### src/rtl/button_conditioner_pkg.sv
`default_nettype none
// ============================================================================
//  Module      : button_conditioner_pkg
//  Description : Shared constants for the push-button front end: button bit
//                positions and the auto-repeat state encoding.
//  Revision    : 1.0 - initial release
// ============================================================================
package button_conditioner_pkg;

    localparam int NUM_BTN   = 6;

    // Bit positions inside the {mode,set,up,down,left,right} button vector
    localparam int BTN_MODE  = 5;
    localparam int BTN_SET   = 4;
    localparam int BTN_UP    = 3;
    localparam int BTN_DOWN  = 2;
    localparam int BTN_LEFT  = 1;
    localparam int BTN_RIGHT = 0;

    // Auto-repeat channel state
    typedef enum logic {
        IDLE = 1'b0,
        HOLD = 1'b1
    } rpt_state_t;

endpackage : button_conditioner_pkg
`default_nettype wire

### src/rtl/button_channel.sv
`default_nettype none
// ============================================================================
//  Module      : button_channel
//  Description : One button lane: 2-flop synchronizer, ms-tick debouncer,
//                press-pulse generator and optional auto-repeat.
//  Revision    : 1.0 - initial release
// ============================================================================
module button_channel
    import button_conditioner_pkg::*;
#(
    parameter int DEBOUNCE_MS     = 20,
    parameter int REPEAT_DELAY_MS = 500,
    parameter int REPEAT_RATE_MS  = 100,
    parameter bit REPEAT_EN       = 1'b0
) (
    input  logic clk,
    input  logic rst,
    input  logic ms_pulse,
    input  logic btn,
    output logic press,
    output logic level
);

    localparam int DB_W   = $clog2(DEBOUNCE_MS + 1);
    localparam int HOLD_W = (REPEAT_DELAY_MS > 1) ? $clog2(REPEAT_DELAY_MS) : 1;

    localparam logic [DB_W-1:0]   DB_LAST     = DB_W'(DEBOUNCE_MS - 1);
    localparam logic [HOLD_W-1:0] HOLD_LAST   = HOLD_W'(REPEAT_DELAY_MS - 1);
    localparam logic [HOLD_W-1:0] HOLD_RELOAD = HOLD_W'(REPEAT_DELAY_MS - REPEAT_RATE_MS);

    logic              sync0;
    logic              sync1;
    logic              stable;
    logic [DB_W-1:0]   db_cnt;
    logic              db_done;
    logic              rise;
    logic              fall;

    rpt_state_t        state;
    rpt_state_t        state_next;
    logic [HOLD_W-1:0] hold_cnt;
    logic [HOLD_W-1:0] hold_cnt_next;
    logic              repeat_fire;

    // The stable state flips on this cycle: mismatch seen on the last qualifying tick
    assign db_done = ms_pulse && (sync1 != stable) && (db_cnt == DB_LAST);
    assign rise    = db_done &&  sync1;
    assign fall    = db_done && !sync1;

    // Two-flop synchronizer for the asynchronous raw button
    always_ff @(posedge clk) begin
        if (rst) begin
            sync0 <= 1'b0;
            sync1 <= 1'b0;
        end else begin
            sync0 <= btn;
            sync1 <= sync0;
        end
    end

    // Debouncer: count ticks of continuous disagreement, any agreement restarts
    always_ff @(posedge clk) begin
        if (rst) begin
            stable <= 1'b0;
            db_cnt <= '0;
        end else if (sync1 == stable) begin
            db_cnt <= '0;
        end else if (ms_pulse) begin
            if (db_cnt == DB_LAST) begin
                stable <= sync1;
                db_cnt <= '0;
            end else begin
                db_cnt <= db_cnt + 1'b1;
            end
        end
    end

    // Auto-repeat state and hold-counter registers
    always_ff @(posedge clk) begin
        if (rst) begin
            state    <= IDLE;
            hold_cnt <= '0;
        end else begin
            state    <= state_next;
            hold_cnt <= hold_cnt_next;
        end
    end

    // Auto-repeat next-state: first repeat after the delay, then every rate ticks;
    // a release always beats a repeat due on the same tick
    always_comb begin
        state_next    = state;
        hold_cnt_next = hold_cnt;
        repeat_fire   = 1'b0;
        case (state)
            IDLE: begin
                if (rise && REPEAT_EN) begin
                    state_next    = HOLD;
                    hold_cnt_next = '0;
                end
            end
            HOLD: begin
                if (fall || !stable) begin
                    state_next    = IDLE;
                    hold_cnt_next = '0;
                end else if (ms_pulse) begin
                    if (hold_cnt == HOLD_LAST) begin
                        repeat_fire   = 1'b1;
                        hold_cnt_next = HOLD_RELOAD;
                    end else begin
                        hold_cnt_next = hold_cnt + 1'b1;
                    end
                end
            end
            default: begin
                state_next    = IDLE;
                hold_cnt_next = '0;
            end
        endcase
    end

    // Registered one-cycle event: debounced press or auto-repeat
    always_ff @(posedge clk) begin
        if (rst) begin
            press <= 1'b0;
        end else begin
            press <= rise | repeat_fire;
        end
    end

    assign level = stable;

endmodule : button_channel
`default_nettype wire

### src/rtl/button_conditioner.sv
`default_nettype none
// ============================================================================
//  Module      : button_conditioner
//  Description : Six-button input stage; one independent button_channel per
//                bit, auto-repeat enabled per bit by REPEAT_MASK.
//  Revision    : 1.0 - initial release
// ============================================================================
module button_conditioner
    import button_conditioner_pkg::*;
#(
    parameter int               DEBOUNCE_MS     = 20,
    parameter int               REPEAT_DELAY_MS = 500,
    parameter int               REPEAT_RATE_MS  = 100,
    parameter logic [NUM_BTN-1:0] REPEAT_MASK   = 6'b001100
) (
    input  logic               i_clk,
    input  logic               i_rst,
    input  logic               i_ms_pulse,
    input  logic [NUM_BTN-1:0] i_btn,
    output logic [NUM_BTN-1:0] o_press,
    output logic [NUM_BTN-1:0] o_level
);

    // The reload value of the hold counter would underflow otherwise
    if (REPEAT_RATE_MS > REPEAT_DELAY_MS) begin : g_bad_rate
        $error("button_conditioner: REPEAT_RATE_MS must not exceed REPEAT_DELAY_MS");
    end

    for (genvar i = 0; i < NUM_BTN; i++) begin : g_ch
        button_channel #(
            .DEBOUNCE_MS     (DEBOUNCE_MS),
            .REPEAT_DELAY_MS (REPEAT_DELAY_MS),
            .REPEAT_RATE_MS  (REPEAT_RATE_MS),
            .REPEAT_EN       (REPEAT_MASK[i])
        ) u_channel (
            .clk      (i_clk),
            .rst      (i_rst),
            .ms_pulse (i_ms_pulse),
            .btn      (i_btn[i]),
            .press    (o_press[i]),
            .level    (o_level[i])
        );
    end

endmodule : button_conditioner
`default_nettype wire

### config.mk
export PLATFORM = sky130hd
export DESIGN_NAME = button_conditioner
export DESIGN_NICKNAME = d
export VERILOG_FILES = /design/src/rtl/button_conditioner_pkg.sv /design/src/rtl/button_channel.sv /design/src/rtl/button_conditioner.sv
export SDC_FILE = /design/constraint.sdc
export NUM_CORES = 1
export LEC_CHECK = 0
export CORE_MARGIN = 2
export CORE_UTILIZATION = 55
export DETAILED_ROUTE_END_ITERATION = 8
export PLACE_DENSITY = 0.73
export SLEW_MARGIN = 20
export SYNTH_ARGS = -nofsm -noshare
export SYNTH_HDL_FRONTEND = slang
export SYNTH_HIERARCHICAL = 1
export SYNTH_SLANG_ARGS = --single-unit
### constraint.sdc
create_clock -name i_clk -period 3 [get_ports i_clk]
set_clock_uncertainty 0.1 [all_clocks]
set_input_delay 0.3 -clock i_clk [delete_from_list [all_inputs] [get_ports i_clk]]
set_output_delay 0.3 -clock i_clk [all_outputs]
set_load 0.03 [all_outputs]
==> out/metrics.csv, run 1 <==
metric;value;unit
die width;105;um
NetSw;0.000692;W
CTS Buffer Depth;2;
CTS tree;yes;
RSZ-0062 raised after global routing;no;
Setup TNS Final;0;ns
Mapped Nets;679;
IO Pins;21;
# resized after CTS;0;
post-route clock period utilization;0.748;
post-layout power;0.00329;W
post-DP HPWL;7.75;mm
Reg2Reg Depth;4;
met2 GRT Util;0.366;
Avg Cell Area, Syn;8.59;um^2
initial antenna violation count;0;
most frequent cells in the layout;114 x dfxtp_1, 74 x nand2_1, 58 x nor2_1;
CP Launch Type;flip-flop;
Logic pwr share;0.023;
library cells used by synthesis;51;
Ant. Diodes;0;
r2r setup slk;0.75;ns
top fanout value on the critical path;8;
final setup violation count;0;
Vias/cell;5.98;
Switching Fraction;0.211;
vias in the first global route;4497;
first-pass GRT wire length;20.0;mm
Top Usage Layer GRT;met2;
worst hold start;i_ms_pulse;
Final nets;699;
post-synthesis instance area;5650;um^2
crit path cell chain;or3b_1 > o211a_4 > or4_4 > a2111oi_2;
Die Ht;105;um
Fmax achieved;445;MHz
Pwr Density;513;nW/um^2
Async S/R FF share, synth;0;
DRT iter0 DRCs;271;
met3 usage;0.0643;
share of cells above drive strength 1;0.0855;
Crit. End Element;flip-flop;
Setup WS pre-CTS;0.770;ns
Final GP Congestion;0.850;
commonest non-fill, non-tap cell in the layout;dfxtp_1;
worst min-delay path class;input port to flip-flop;
status;completed;
clock sink count;114;
CP bufs+invs;0;
CP delay by family, top;simple AND/OR/NAND/NOR gates;
wire per inst;14.3;um
global route overflow;0;
Rows;37;
DRC Markers;0;
worst path arrival time;2.55;ns
Final ANT Viol Nets;0;
number of cells on the critical path;4;
Max-cap violations;0;
setup ws final;0.755;ns
clock-pin slew on the worst setup and hold paths;0.05;ns
Port Buf Inserts;20;
root buffer cell;clkbuf_8;
Via Count;4939;
number of cells on the worst hold path;4;
worst slew margin relative to its limit;0.599;
synth warn;6;
Min-Delay Endpoint;g_ch[3].u_channel/db_cnt[3];
Clock power frac;0.511;
Slowest cell on crit path;or3b_1;
top_reg_cell synth;dfxtp_1;
worst r2r dst;g_ch[3].u_channel/hold_cnt[7];
Sequential Power Share;0.466;
CTS buffer count;17;
GR Util All Layers;0.218;
internal power;0.00259;W
Initial DRT Pass Iterations;5;
die area;11100;um^2
crit-path max cell delay;0.51;ns
Slew @ Worst Pin;0.602;ns
synthesized instance count;658;
Total Wirelength;11.8;mm
Yosys reg bits;114;
clk_lat worst skew;0.52;ns
crit path kind;flip-flop to flip-flop;
H-tree depth;4;
met1 GRT Util;0.267;
sequential-to-total area share from yosys stat;0.404;
largest net degree at the start of global routing;52;
pins over their slew limit;0;
Reg2Reg Launch Point;g_ch[3].u_channel/db_cnt[2];
Tmin final;2.25;ns
CTS Hold Bufs;0;
Post-synth EDFFs;0;
area delta synth->final;13.2;%
Critical Path RT;3.30;ns
initial core utilization;0.558;
peak supply drop;0.471;mV
# Post-CTS Setup Buffers;0;
final hold vios;0;
Static Leak;2.18;nW
core footprint;10100;um^2
## worst min-delay path, stage by stage
cell and delay, ns:
buf_2 0.16, nand4_1 0.10, xor2_1 0.07, nor2_1 0.07
## cells by family (layout without fill, tap and decap cells)
family                     after synthesis  after routing  synth area share
adders and majority gates               12             12            0.0266
muxes                                    6              6            0.0106
xor gates and xnor gates                38             38            0.0589
AOI/OAI and AO/OA                      110            110             0.135
and+or+nand+nor                        344            344             0.331
buffers and inverters                   34             66            0.0341
DFF                                    114            114             0.404
## how the worst max path moves through the flow
stage | start | slack [ns] | end
CTS | g_ch[3].u_channel/db_cnt[2] | 0.75 | g_ch[3].u_channel/hold_cnt[7]
floorplan | g_ch[2].u_channel/db_cnt[2] | 0.89 | g_ch[2].u_channel/hold_cnt[7]
finish | g_ch[3].u_channel/db_cnt[2] | 0.75 | g_ch[3].u_channel/hold_cnt[7]
detailed placement | g_ch[3].u_channel/db_cnt[2] | 0.77 | g_ch[3].u_channel/hold_cnt[7]
global route | g_ch[2].u_channel/db_cnt[2] | 0.65 | g_ch[2].u_channel/hold_cnt[7]
global placement | g_ch[2].u_channel/db_cnt[2] | 0.84 | g_ch[2].u_channel/hold_cnt[7]
## synthesized netlist by cell type, types with 6 or more instances
cell type | count | area (um^2)
a211oi_1 | 8 | 60.1
xnor2_1 | 12 | 105
a31oi_1 | 22 | 138
and2_1 | 8 | 50.1
clkbuf_1 | 10 | 37.5
nand4b_1 | 10 | 87.6
o21ai_0 | 6 | 30.0
xor2_1 | 26 | 228
o211ai_1 | 6 | 45.0
nand2_1 | 74 | 278
nor2_1 | 58 | 218
nand2b_1 | 6 | 37.5
nand4_1 | 40 | 250
ha_1 | 12 | 150
nor3_1 | 24 | 120
a21oi_1 | 34 | 170
and3_1 | 14 | 87.6
inv_1 | 8 | 30.0
nand3_1 | 42 | 210
nand3b_1 | 6 | 45.0
dfxtp_1 | 114 | 2280
or4_1 | 6 | 45.0
buf_6 | 6 | 67.6
mux2i_1 | 6 | 60.1
nor2b_1 | 22 | 138
## layout make-up
| type | count | area (um^2) |
|---|---|---|
| Sequential cell | 114 | 2280 |
| Clock buffer | 24 | 460 |
| Clock inverter | 7 | 35.0 |
| Inverter | 8 | 30.0 |
| Multi-Input combinational cell | 510 | 3180 |
| Timing Repair Buffer | 27 | 245 |
| Tap cell | 136 | 170 |
| Fill cell | 852 | 3740 |
## metrics by stage
step	instance area, um^2	cells	util	hold WS [ns]
global route	6400	826	0.631	0.127
finish	6400	826	0.631	0.129
CTS	6400	826	0.631	0.101
detailed placement	5910	795	0.583	0.325
floorplan	5650	658	-	0.269
global placement	5910	795	0.583	0.324
## flip-flops by register name (all words and copies together), names as in the netlist
name                     count
g_ch.u_channel/sync0         6
g_ch.u_channel/press         6
g_ch.u_channel/db_cnt       30
g_ch.u_channel/state         6
g_ch.u_channel/level         6
g_ch.u_channel/hold_cnt     54
g_ch.u_channel/sync1         6
## metal layers
layer	up-vias	wire length, um
met5	-	0
met4	0	102
met3	10	438
met2	109	5710
met1	2347	5560
li1	2473	-
## power by group through the flow
stage               logic [W]  registers (W)  clock network, W
CTS                 0.0000753        0.00153           0.00171
global route        0.0000824        0.00153           0.00180
finish              0.0000750        0.00153           0.00168
floorplan           0.0000501        0.00156                 0
detailed placement  0.0000746        0.00156                 0
global placement    0.0000737        0.00156                 0
(Power assumes the default switching activity.)
==> run 2: changes to the inputs <==
clock period = 2.2 ns   (was 3 ns; I/O delays follow)
==> out/metrics.csv, run 2 (synthesis results as in run 1) <==
metric;value;unit
DRC Markers;0;
Total Wirelength;12.2;mm
post-route clock period utilization;0.963;
internal power;0.00412;W
area delta synth->final;17.1;%
Pwr Density;775;nW/um^2
peak supply drop;0.701;mV
crit path kind;flip-flop to flip-flop;
CTS Hold Bufs;0;
worst slew margin relative to its limit;0.615;
clock-pin slew on the worst setup and hold paths;0.06;ns
RSZ-0062 raised after global routing;no;
Port Buf Inserts;20;
core footprint;10100;um^2
Core Util, Final;0.653;
final hold vios;0;
pins over their slew limit;0;
Crit. End Element;flip-flop;
clk_lat worst skew;0.52;ns
CTS Buffer Depth;2;
Initial DRT Pass Iterations;6;
Static Leak;2.30;nW
Top Registers;g_ch.u_channel/hold_cnt (54), g_ch.u_channel/db_cnt (30);
commonest non-fill, non-tap cell in the layout;dfxtp_1;
Final ANT Viol Nets;0;
share of cells above drive strength 1;0.104;
wire per inst;14.6;um
global route overflow;0;
Die Ht;105;um
Setup TNS Final;0;ns
NetSw;0.00101;W
vias in the first global route;4803;
Sequential Power Share;0.407;
clock sink count;114;
Switching Fraction;0.196;
initial core utilization;0.558;
root buffer cell;clkbuf_8;
Multi-input gate area;3180;um^2
Reg2Reg Depth;4;
critical path endpoint;g_ch[3].u_channel/hold_cnt[7];
worst path arrival time;2.44;ns
status;completed;
Top reg by flops;g_ch.u_channel/hold_cnt;
top fanout value on the critical path;8;
Fmax achieved;472;MHz
Reg2Reg Launch Point;g_ch[3].u_channel/db_cnt[2];
initial antenna violation count;0;
Slew @ Worst Pin;0.578;ns
r2r setup slk;0.08;ns
CP Launch Type;flip-flop;
filler instances;833;
worst r2r dst;g_ch[3].u_channel/hold_cnt[7];
worst min-delay path class;input port to flip-flop;
Critical Path RT;2.52;ns
largest net degree at the start of global routing;40;
Ant. Diodes;0;
Seq. cell area;2280;um^2
post-DP HPWL;8.10;mm
most frequent cells in the layout;114 x dfxtp_1, 74 x nand2_1, 58 x nor2_1;
Worst Setup SP;g_ch[3].u_channel/db_cnt[2];
Rows;37;
die area;11100;um^2
Logic pwr share;0.021;
first-pass GRT wire length;21.1;mm
Via Count;5019;
CTS buffer count;17;
Largest register FFs;54;
Final GP Congestion;0.792;
H-tree depth;4;
DRT iter0 DRCs;307;
CTS tree;yes;
Max-cap violations;0;
die width;105;um
Vias/cell;6.00;
Clock power frac;0.572;
Tmin final;2.12;ns
final setup violation count;0;
IO Pins;21;
Final nets;708;
GR Util All Layers;0.233;
-- run 2: cell types whose count changed in the layout (fill, tap and decap cells not counted) --
cell	delta
clkinvlp_4	+1
or3b_4	+1
buf_12	+1
clkinv_2	-2
bufinv_16	+5
buf_4	+8
clkbuf_1	-3
or3b_1	-1
-- run 2: through the flow --
step                      worst slack, ns  hold WS [ns]  instances  total power [W]  area [um^2]
after CTS                          0.0531        0.0221        836          0.00519         6620
after detailed placement           0.0679         0.327        804          0.00224         5990
after floorplan                    0.0859         0.189        658          0.00220         5650
final                              0.0808        0.0364        836          0.00513         6620
after global routing             0.000507        0.0464        836          0.00532         6620
after global placement              0.132         0.320        804          0.00224         5990
-- run 2: worst min path at each step --
stage	from	end	slack, ns	cells past startpoint
after CTS	i_rst	g_ch[1].u_channel/hold_cnt[1]	0.02	2
final	i_rst	g_ch[1].u_channel/hold_cnt[1]	0.04	2
after floorplan	i_rst	g_ch[2].u_channel/hold_cnt[7]	0.19	1
after global routing	i_rst	g_ch[1].u_channel/hold_cnt[1]	0.05	2
after global placement	g_ch[1].u_channel/sync0	g_ch[1].u_channel/sync1	0.32	1
after detailed placement	g_ch[4].u_channel/sync0	g_ch[4].u_channel/sync1	0.33	1
-- run 2: timing repair --
action                                  4_1_cts  5_1_grt
endpoints found under the setup margin        0        1
gates resized for setup                       0        1
setup buffers                                 0        0
-- run 2: routing by layer --
metal	global-route usage	routed length, um	up-vias
met4	0.108	237	0
met1	0.267	5400	2372
li1	-	-	2498
met5	0	0	-
met3	0.0699	538	25
met2	0.397	6070	124
-- run 2: worst max-delay path, cell delays in order (launching register included) --
cell	delay, ns
dfxtp_1	0.35
or3b_1	0.43
o211a_4	0.30
or4_4	0.48
a2111oi_2	0.36
-- run 2: area by class of cell --
type                       count  share of cell area
clock inverter                11              0.0276
inverter                       8             0.00454
sequential                   114               0.345
tap                          136              0.0257
clock buffer                  21              0.0679
timing repair buffer          36              0.0491
multi-input combinational    510               0.480
-- run 2: power by group through the flow --
stage          Clock, W  Combinational (W)  Sequential [W]
3_3_place_gp          0           0.000105         0.00213
4_1_cts         0.00299           0.000108         0.00209
5_1_grt         0.00311           0.000117         0.00209
3_5_place_dp          0           0.000108         0.00213
2_1_floorplan         0          0.0000683         0.00213
6_report        0.00293           0.000108         0.00209
